$ cat config.mk
export PLATFORM = sky130hd
export DESIGN_NAME = wb_arbiter
export DESIGN_NICKNAME = d
export VERILOG_FILES = /design/src/rtl/wb_arbiter_pkg.sv /design/src/rtl/wb_fifo.sv /design/src/rtl/wb_arbiter.sv
export SDC_FILE = /design/constraint.sdc
export NUM_CORES = 1
export LEC_CHECK = 0
export BUFFER_PORTS_ARGS = -buffer_cell sky130_fd_sc_hd__buf_2
export CELL_PAD_IN_SITES_DETAIL_PLACEMENT = 1
export CELL_PAD_IN_SITES_GLOBAL_PLACEMENT = 2
export CORE_ASPECT_RATIO = 0.5
export CORE_MARGIN = 5
export CORE_UTILIZATION = 44
export CTS_BUF_LIST = sky130_fd_sc_hd__clkbuf_8 sky130_fd_sc_hd__clkbuf_16
export CTS_CLUSTER_DIAMETER = 40
export DETAILED_ROUTE_END_ITERATION = 7
export GPL_ROUTABILITY_DRIVEN = 0
export GPL_TIMING_DRIVEN = 0
export MAX_ROUTING_LAYER = met4
export PLACE_DENSITY = 0.93
export SYNTH_ARGS = -nofsm -noshare
export SYNTH_HDL_FRONTEND = slang
export SYNTH_SLANG_ARGS = --single-unit
$ cat constraint.sdc
create_clock -name clk -period 6.7 [get_ports clk]
set_clock_uncertainty 0.2 [all_clocks]
set_input_delay 1.34 -clock clk [delete_from_list [all_inputs] [get_ports clk]]
set_output_delay 1.34 -clock clk [all_outputs]
set_load 0.02 [all_outputs]
$ cat src/rtl/wb_arbiter_pkg.sv
// wb_arbiter_pkg: shared widths and the buffered ALU result entry type for the writeback arbiter.
package wb_arbiter_pkg;
  localparam int XLEN = 32;
  localparam int REG_AW = 5;
  localparam int ENTRY_W = REG_AW + XLEN;
  typedef struct packed {
    logic [REG_AW-1:0] rd;
    logic [XLEN-1:0]   data;
  } wb_entry_t;
endpackage

$ cat src/rtl/wb_fifo.sv
// wb_fifo: synchronous FIFO for ALU writeback results.
//   clk, rst    : clock, asynchronous active-high reset (empties the FIFO)
//   push, din   : write request and entry; ignored while full
//   pop         : read request; ignored while empty
//   full, empty : occupancy flags from registered pointers only
//   dout        : current head entry
module wb_fifo
  import wb_arbiter_pkg::*;
#(
  parameter int DEPTH = 4,
  parameter int WIDTH = ENTRY_W
) (
  input  logic             clk,
  input  logic             rst,
  input  logic             push,
  input  logic             pop,
  input  logic [WIDTH-1:0] din,
  output logic             full,
  output logic             empty,
  output logic [WIDTH-1:0] dout
);
  localparam int AW = $clog2(DEPTH);
  logic [WIDTH-1:0] mem [DEPTH];
  // Pointers carry one extra bit so full and empty are distinguishable.
  logic [AW:0] wr_ptr, rd_ptr;
  logic do_push, do_pop;
  assign empty = wr_ptr == rd_ptr;
  assign full = (wr_ptr[AW] != rd_ptr[AW]) && (wr_ptr[AW-1:0] == rd_ptr[AW-1:0]);
  assign do_push = push && !full;
  assign do_pop = pop && !empty;
  assign dout = mem[rd_ptr[AW-1:0]];
  always_ff @(posedge clk or posedge rst)
    if (rst) begin
      wr_ptr <= '0;
      rd_ptr <= '0;
    end else begin
      if (do_push) wr_ptr <= wr_ptr + (AW+1)'(1);
      if (do_pop) rd_ptr <= rd_ptr + (AW+1)'(1);
    end
  always_ff @(posedge clk)
    if (do_push) mem[wr_ptr[AW-1:0]] <= din;
endmodule

$ cat src/rtl/wb_arbiter.sv
// wb_arbiter: writeback arbiter merging a buffered ALU stream and an unbuffered LSU stream
// onto the single register-file write port. LSU has priority; a starvation counter forces
// an ALU win after MAX_STALL consecutive losses.
//   clk, rst                        : clock, asynchronous active-high reset
//   alu_valid/alu_ready/alu_rd/alu_data : ALU result handshake into the FIFO
//   lsu_valid/lsu_ready/lsu_rd/lsu_data : load result handshake, granted directly
//   reg_write/rd_addr/rd_data       : registered register-file write port
//   idle                            : FIFO empty and no write in flight
module wb_arbiter
  import wb_arbiter_pkg::*;
#(
  parameter int ALU_DEPTH = 4,
  parameter int MAX_STALL = 3
) (
  input  logic              clk,
  input  logic              rst,
  input  logic              alu_valid,
  output logic              alu_ready,
  input  logic [REG_AW-1:0] alu_rd,
  input  logic [XLEN-1:0]   alu_data,
  input  logic              lsu_valid,
  output logic              lsu_ready,
  input  logic [REG_AW-1:0] lsu_rd,
  input  logic [XLEN-1:0]   lsu_data,
  output logic              reg_write,
  output logic [REG_AW-1:0] rd_addr,
  output logic [XLEN-1:0]   rd_data,
  output logic              idle
);
  localparam int SW = $clog2(MAX_STALL + 1);
  wb_entry_t head;
  logic fifo_full, fifo_empty, force_alu, lsu_win, alu_pop, win_present;
  logic [REG_AW-1:0] win_rd;
  logic [XLEN-1:0] win_data;
  logic [SW-1:0] starve_cnt;
  wb_fifo #(.DEPTH(ALU_DEPTH), .WIDTH(ENTRY_W)) u_fifo (
    .clk   (clk),
    .rst   (rst),
    .push  (alu_valid),
    .pop   (alu_pop),
    .din   ({alu_rd, alu_data}),
    .full  (fifo_full),
    .empty (fifo_empty),
    .dout  (head)
  );
  assign alu_ready = !fifo_full;
  assign force_alu = !fifo_empty && starve_cnt == SW'(MAX_STALL);
  assign lsu_ready = !force_alu;
  assign lsu_win = lsu_valid && !force_alu;
  assign alu_pop = !fifo_empty && !lsu_win;
  assign win_present = lsu_win || alu_pop;
  assign win_rd = lsu_win ? lsu_rd : head.rd;
  assign win_data = lsu_win ? lsu_data : head.data;
  assign idle = fifo_empty && !reg_write;
  always_ff @(posedge clk or posedge rst)
    if (rst) begin
      starve_cnt <= '0;
      reg_write <= 1'b0;
      rd_addr <= '0;
      rd_data <= '0;
    end else begin
      // With a nonempty FIFO and no ALU pop, the LSU necessarily won this cycle.
      starve_cnt <= (fifo_empty || alu_pop) ? '0 :
                    (starve_cnt == SW'(MAX_STALL)) ? starve_cnt : starve_cnt + SW'(1);
      reg_write <= win_present && win_rd != '0;
      if (win_present && win_rd != '0) begin
        rd_addr <= win_rd;
        rd_data <= win_data;
      end
    end
endmodule

After elaboration in Yosys (flattened, before gate mapping)
Memory sizes are Yosys's and may differ from the RTL's.
Index checks and enable logic that the tools add are counted.
- bits in registers: 46
- bits in writable memories: 148
- bits of input ports: 78
- output and inout bits: 41
- word-level logic and storage cells: 37
- memories kept: 1
- memories (name ; words ; bits a word ; rd ports ; clocked after Yosys merged registers in ; write ports ; line ; text):
    u_fifo.mem ; 4 ; 37 ; 1 ; 0 ; 1 ; wb_fifo.sv:23 ; logic [WIDTH-1:0] mem [DEPTH];
- add/sub/neg operators: 3
- eq/ne operators: 5
- mux-type cells: 6
- reduce and logical (&&, ||, !) cells: 16
- operators by type and width (kind ; count):
    two-way mux 32 bit ; 1
    logical AND 1 bit ; 8
    adder 3 x 1 -> 3 bit (second input constant) ; 2
    zero test 1 bit ; 5
    two-way mux 5 bit ; 1
    nonzero test 5 bit ; 1
    two-way mux 2 bit ; 2
    == test 3 bit ; 1
    adder 2 x 1 -> 2 bit (second input constant) ; 1
    == test 2 bit ; 1
    == test 2 bit (second input constant) ; 1
    logical OR 1 bit ; 2
    two-way mux 1 bit ; 2
    inequality test 2 bit (second input constant) ; 1
    inequality test 1 bit ; 1

Longest topological paths before layout
- depth in word-level cells: 9
- gate-level depth with buffers: 9
- gate-level depth less buffers: 6

By module
A second synthesis with hierarchy kept.
- cell total of the unflattened synthesis: 385
- area total of the unflattened synthesis: 7962.6 um^2
- by module, submodules not included (module ; instances ; cells an instance ; area each (um^2) ; sequential area each (um^2)):
    wb_fifo ; 1 ; 244 ; 5856.9 ; 4594.4
    wb_arbiter ; 1 ; 141 ; 2105.8 ; 1001.0

Least setup slack after synthesis
No wires, ideal clock.
- path kind: input -> register
- from: input lsu_rd[2]
- to: register rd_data[0]
- library setup time: 125 ps
- arrival: 2955 ps
- required time: 6375 ps
- slack: 3419 ps
- cell stages on the path: 8
- path buffers: 3
- cells stage by stage: or4_1 > o21a_1 > or2_2 > clkbuf_1 > buf_4 > clkbuf_1 > nand4_1 > nand3_1
- cells in the longest elaborated chain, start to end: 3
- RTL lines (element ; line ; text):
    start, declared ; wb_arbiter.sv:23 ; input logic [REG_AW-1:0] lsu_rd,
    two-way mux 5 bit ; wb_arbiter.sv:52 ; assign win_rd = lsu_win ? lsu_rd : head.rd;
    nonzero test 5 bit ; wb_arbiter.sv:66 ; if (win_present && win_rd != '0) begin
    logical AND 1 bit ; wb_arbiter.sv:66 ;
    end signal, assigned ; wb_arbiter.sv:68 ; rd_data <= win_data;
    end, declared ; wb_arbiter.sv:27 ; output logic [XLEN-1:0] rd_data,
Every way passes these cells.
A chain may end at the register's enable or synchronous reset.

Worst setup path after layout
- from: register u_fifo.rd_ptr[1]
- to: output idle
- cells in the longest elaborated chain, start to end: 2
- RTL lines (element ; line ; text):
    start, declared ; wb_fifo.sv:25 ; logic [AW:0] wr_ptr, rd_ptr;
    start signal, assigned ; wb_fifo.sv:38 ; if (do_pop) rd_ptr <= rd_ptr + (AW+1)'(1);
    == test 3 bit ; wb_fifo.sv:27 ; assign empty = wr_ptr == rd_ptr;
    logical AND 1 bit ; wb_arbiter.sv:54 ; assign idle = fifo_empty && !reg_write;
    end, declared ; wb_arbiter.sv:28 ; output logic idle
Every way passes these cells.

==> results.txt <==
A synthesized cell averages 16.94 um^2. The cell depth of the worst hold path is 1. Startpoint of the worst hold path: starve_cnt[0]. Max-cap violations in this run came to 0.

The number of cells upsized or downsized after cts came out at 0. Traced cell by cell, the critical path runs through buf_4, xnor2_1, nand3_1, nor2_1, buf_2. For the pin with the worst max-slew slack, the measured transition is 1.090 ns.

In this run the critical register-to-register path is launched from u_fifo.rd_ptr[1]. The flow ran to the end, and the final reports show no timing, DRC or antenna violations. The logs give 0.4462 for the initial cell density of the core and 5310 for the via count of the first global-routing pass.

Synthesis inferred 194 register bits. TritonCTS built the clock tree. Die footprint: 0.02042 mm^2. The portion of the post-synthesis area used by sequential elements is 0.7260. The cell sitting at the root of the clock tree is a clkbuf_16. The worst setup path is captured at an output pin. The routed wire length per instance is 23.31 um, and the final hold violation count is 0. The logs give 35 for the largest net degree at the start of global routing and 4 for the number of antenna violations at the first check in global routing. The die outline width is 197.2 um.

The DRC violation total after the first TritonRoute iteration came out at 309. The tools report the peak ir drop on the vdd network as 0.0002298 V. The most area-hungry cell type in the Yosys netlist is edfxtp_1. In the final timing run, aggregate negative setup slack is 0 ns.

The longest clock path from root to sink contains 2 buffers. The number of pins with negative max-slew slack in the final report is 0. Subtracting the final worst setup slack from the clock period gives 3.716 ns.

The global router's overall resource usage is 0.2053. The number of H-tree levels was 4. After clock tree synthesis, the clock-pin slew on the worst setup and hold paths is 0.08 ns. The first global-routing pass estimated 30.93 mm of wire. The run gives 13.47 mm as the sum of net half-perimeters after detailed placement. Grouping stages by cell kind, the critical path spends the most delay in simple AND/OR/NAND/NOR gates.

STA classifies the critical path startpoint as a flop. The largest single stage delay on the critical path is 0.43 ns. The endpoint of the worst hold-timing path is starve_cnt[0].

Along the worst path, the maximum fanout reaches 10. The first detailed-routing pass took 5 iterations. The reg-to-reg critical path endpoint was rd_data[4]. The worst-path cell with the longest stage delay was dfrtp_1. For the relative max-transition margin, the log shows 0.2640. By startpoint and endpoint, the worst setup path is classified as flop to output pin. The die is 103.6 um tall.

The number of nets in the synthesized netlist is 539. The leading register cell type out of synthesis is edfxtp_1. For the cell total after placement, the log shows 812. The net count of the finished layout is 681. In this run the post-CTS setup repair buffer count came out at 0.

The count of fill cells added during filler insertion was 1694. Synthesis warning total: 0. The register-to-register setup slack is 3.45 ns. The tightest min-delay check is of the flop to flop type. The fraction of post-synthesis cell area in the top cell type by area came out at 0.5766.

For the boundary pin count, the log shows 119. The share of flip-flops with an asynchronous set or reset is 0.2371, and the post-layout instance count excluding filler cells is 848. The required time reported for the critical path endpoint was 5.16 ns; the via density per instance was 5.599.

STA puts the critical path data arrival time at 2.18 ns. The run gives 194 as the clock sink total. Setup repair after global routing left no endpoint under its margin.

For the worst flop-to-flop path, the logic depth is 9. Counting instances in the post-synthesis netlist gives the leading cell types as 148 x edfxtp_1, 65 x nand3_1, 46 x dfrtp_1, 46 x nand2_1, 35 x mux4_2. The achievable frequency was 269.1 MHz. Among all cell types in the netlist, the one instantiated most often is edfxtp_1. Setup violations remaining at the end of the flow were counted as 0.

Sorting the synthesized cells by area gives the leading types as edfxtp_1 58%, dfrtp_1 15%, mux4_2 10%. For the final global-route overflow total, the log shows 0. The logs give 0 for the hold buffer count at cts and 34 for the total number of placement rows. The cell count after synthesis came out at 455. The region available for standard cell placement spans 0.01727 mm^2.

In this run the cell area of the synthesized design comes to 0.007707 mm^2. The share of post-route cells with drive strength above 1 was 0.3426. Input and output buffers added on the ports amount to 118. Latest clock arrival within the worst-skew pair: 0.44 ns. Counting both buffers and inverters, the worst setup path holds a total of 2. The number of routed nets with antenna violations was 0. The run gives 0 as the final routed DRC violation total. The ratio of total power to cell area was 472.8 mW/mm^2; the total wire length after detailed routing was 19.77 mm.

Relative to the synthesized area, the layout overhead comes to 20.86%. In this run, synthesis inferred 148 flip-flops with an integrated enable. The tools report the number of distinct library cells after synthesis as 35. The final period utilization was 0.5547; the leakage power was 0.003529 uW. Number of clock buffers inserted by TritonCTS: 17. The routed layout has 4748 vias.
## per-stage QoR
stage          hold slack [ns]  worst slack, ns    util  total power [uW]  cell area, um^2
2_1_floorplan           0.2069            3.419       -              2823             7707
3_3_place_gp            0.2175            2.527  0.4974              3269             8591
3_5_place_dp            0.2282            2.786  0.5035              3374             8696
4_1_cts                 0.2399            2.975  0.5388              4441             9305
5_1_grt                 0.2660            2.809  0.5393              4624             9315
6_report                0.2425            2.984  0.5393              4404             9315
## layout make-up
type | count | area, um^2 | share of cell area
sequential | 194 | 5595 | 0.6007
multi-input combinational | 227 | 1948 | 0.2091
timing repair buffer | 123 | 690.7 | 0.07414
clock buffer | 17 | 425.4 | 0.04567
tap | 234 | 292.8 | 0.03143
clock inverter | 15 | 183.9 | 0.01974
buffer | 30 | 153.9 | 0.01652
inverter | 4 | 15.01 | 0.001612
antenna | 4 | 10.01 | 0.001075
## layout by cell type, fill, tap and decap left out, types with 3 or more instances in the layout
master / instances
edfxtp_1: 148
buf_2: 121
nand3_1: 65
nand2_1: 46
dfrtp_1: 46
mux4_2: 35
nand4_1: 32
clkbuf_1: 21
clkbuf_16: 17
ha_1: 6
xnor2_1: 5
inv_8: 5
buf_12: 5
diode_2: 4
buf_6: 4
o21ai_0: 4
and2_2: 4
inv_6: 4
inv_1: 3
a22o_1: 3
xor2_1: 3
nor2_1: 3
mux2i_1: 3
clkinv_8: 3
## flip-flops by register name (all words and copies together) (netlist names)
register       flops
u_fifo.mem       148
reg_write          1
u_fifo.rd_ptr      3
u_fifo.wr_ptr      3
rd_data           32
rd_addr            5
starve_cnt         2
## worst max-delay path by stage
stage	start	endpoint	slack, ns	cells after the start
2_1_floorplan	lsu_rd[2]	rd_data[0]	3.42	8
5_1_grt	u_fifo.rd_ptr[1]	idle	2.81	5
4_1_cts	u_fifo.rd_ptr[1]	idle	2.97	5
6_report	u_fifo.rd_ptr[1]	idle	2.98	5
3_5_place_dp	lsu_valid	rd_data[4]	2.79	9
3_3_place_gp	alu_valid	u_fifo.mem[3][25]	2.53	3
## layer usage
metal  track usage  vias to the layer above  part of all wire
li1              -                     2085                 -
met1        0.2492                     2495              0.41
met2        0.3470                      136              0.53
met3       0.04801                       32             0.045
met4       0.05984                        0             0.018
met5             -                        -                 0
## logic make-up (layout without fill, tap and decap cells)
kind of cell / after synthesis / in the layout / share of synthesized area
flops: 194 / 194 / 0.7260
simple gates: 157 / 157 / 0.1018
mux: 41 / 41 / 0.1144
buf+inv: 34 / 189 / 0.02191
compound gates: 15 / 15 / 0.01705
xor+xnor: 8 / 8 / 0.009091
fa+ha+maj: 6 / 6 / 0.009740
other cells: 0 / 4 / 0
## report_power, final
group / leakage, uW / total (uW) / internal (uW) / switching (uW)
combinational: 0.00132 / 1550 / 603 / 950
clock: 0.000297 / 1050 / 540 / 508
sequential: 0.00191 / 1800 / 1660 / 141
total: 0.00353 / 4400 / 2810 / 1600
No activity file was read; power rests on OpenSTA's default activity.
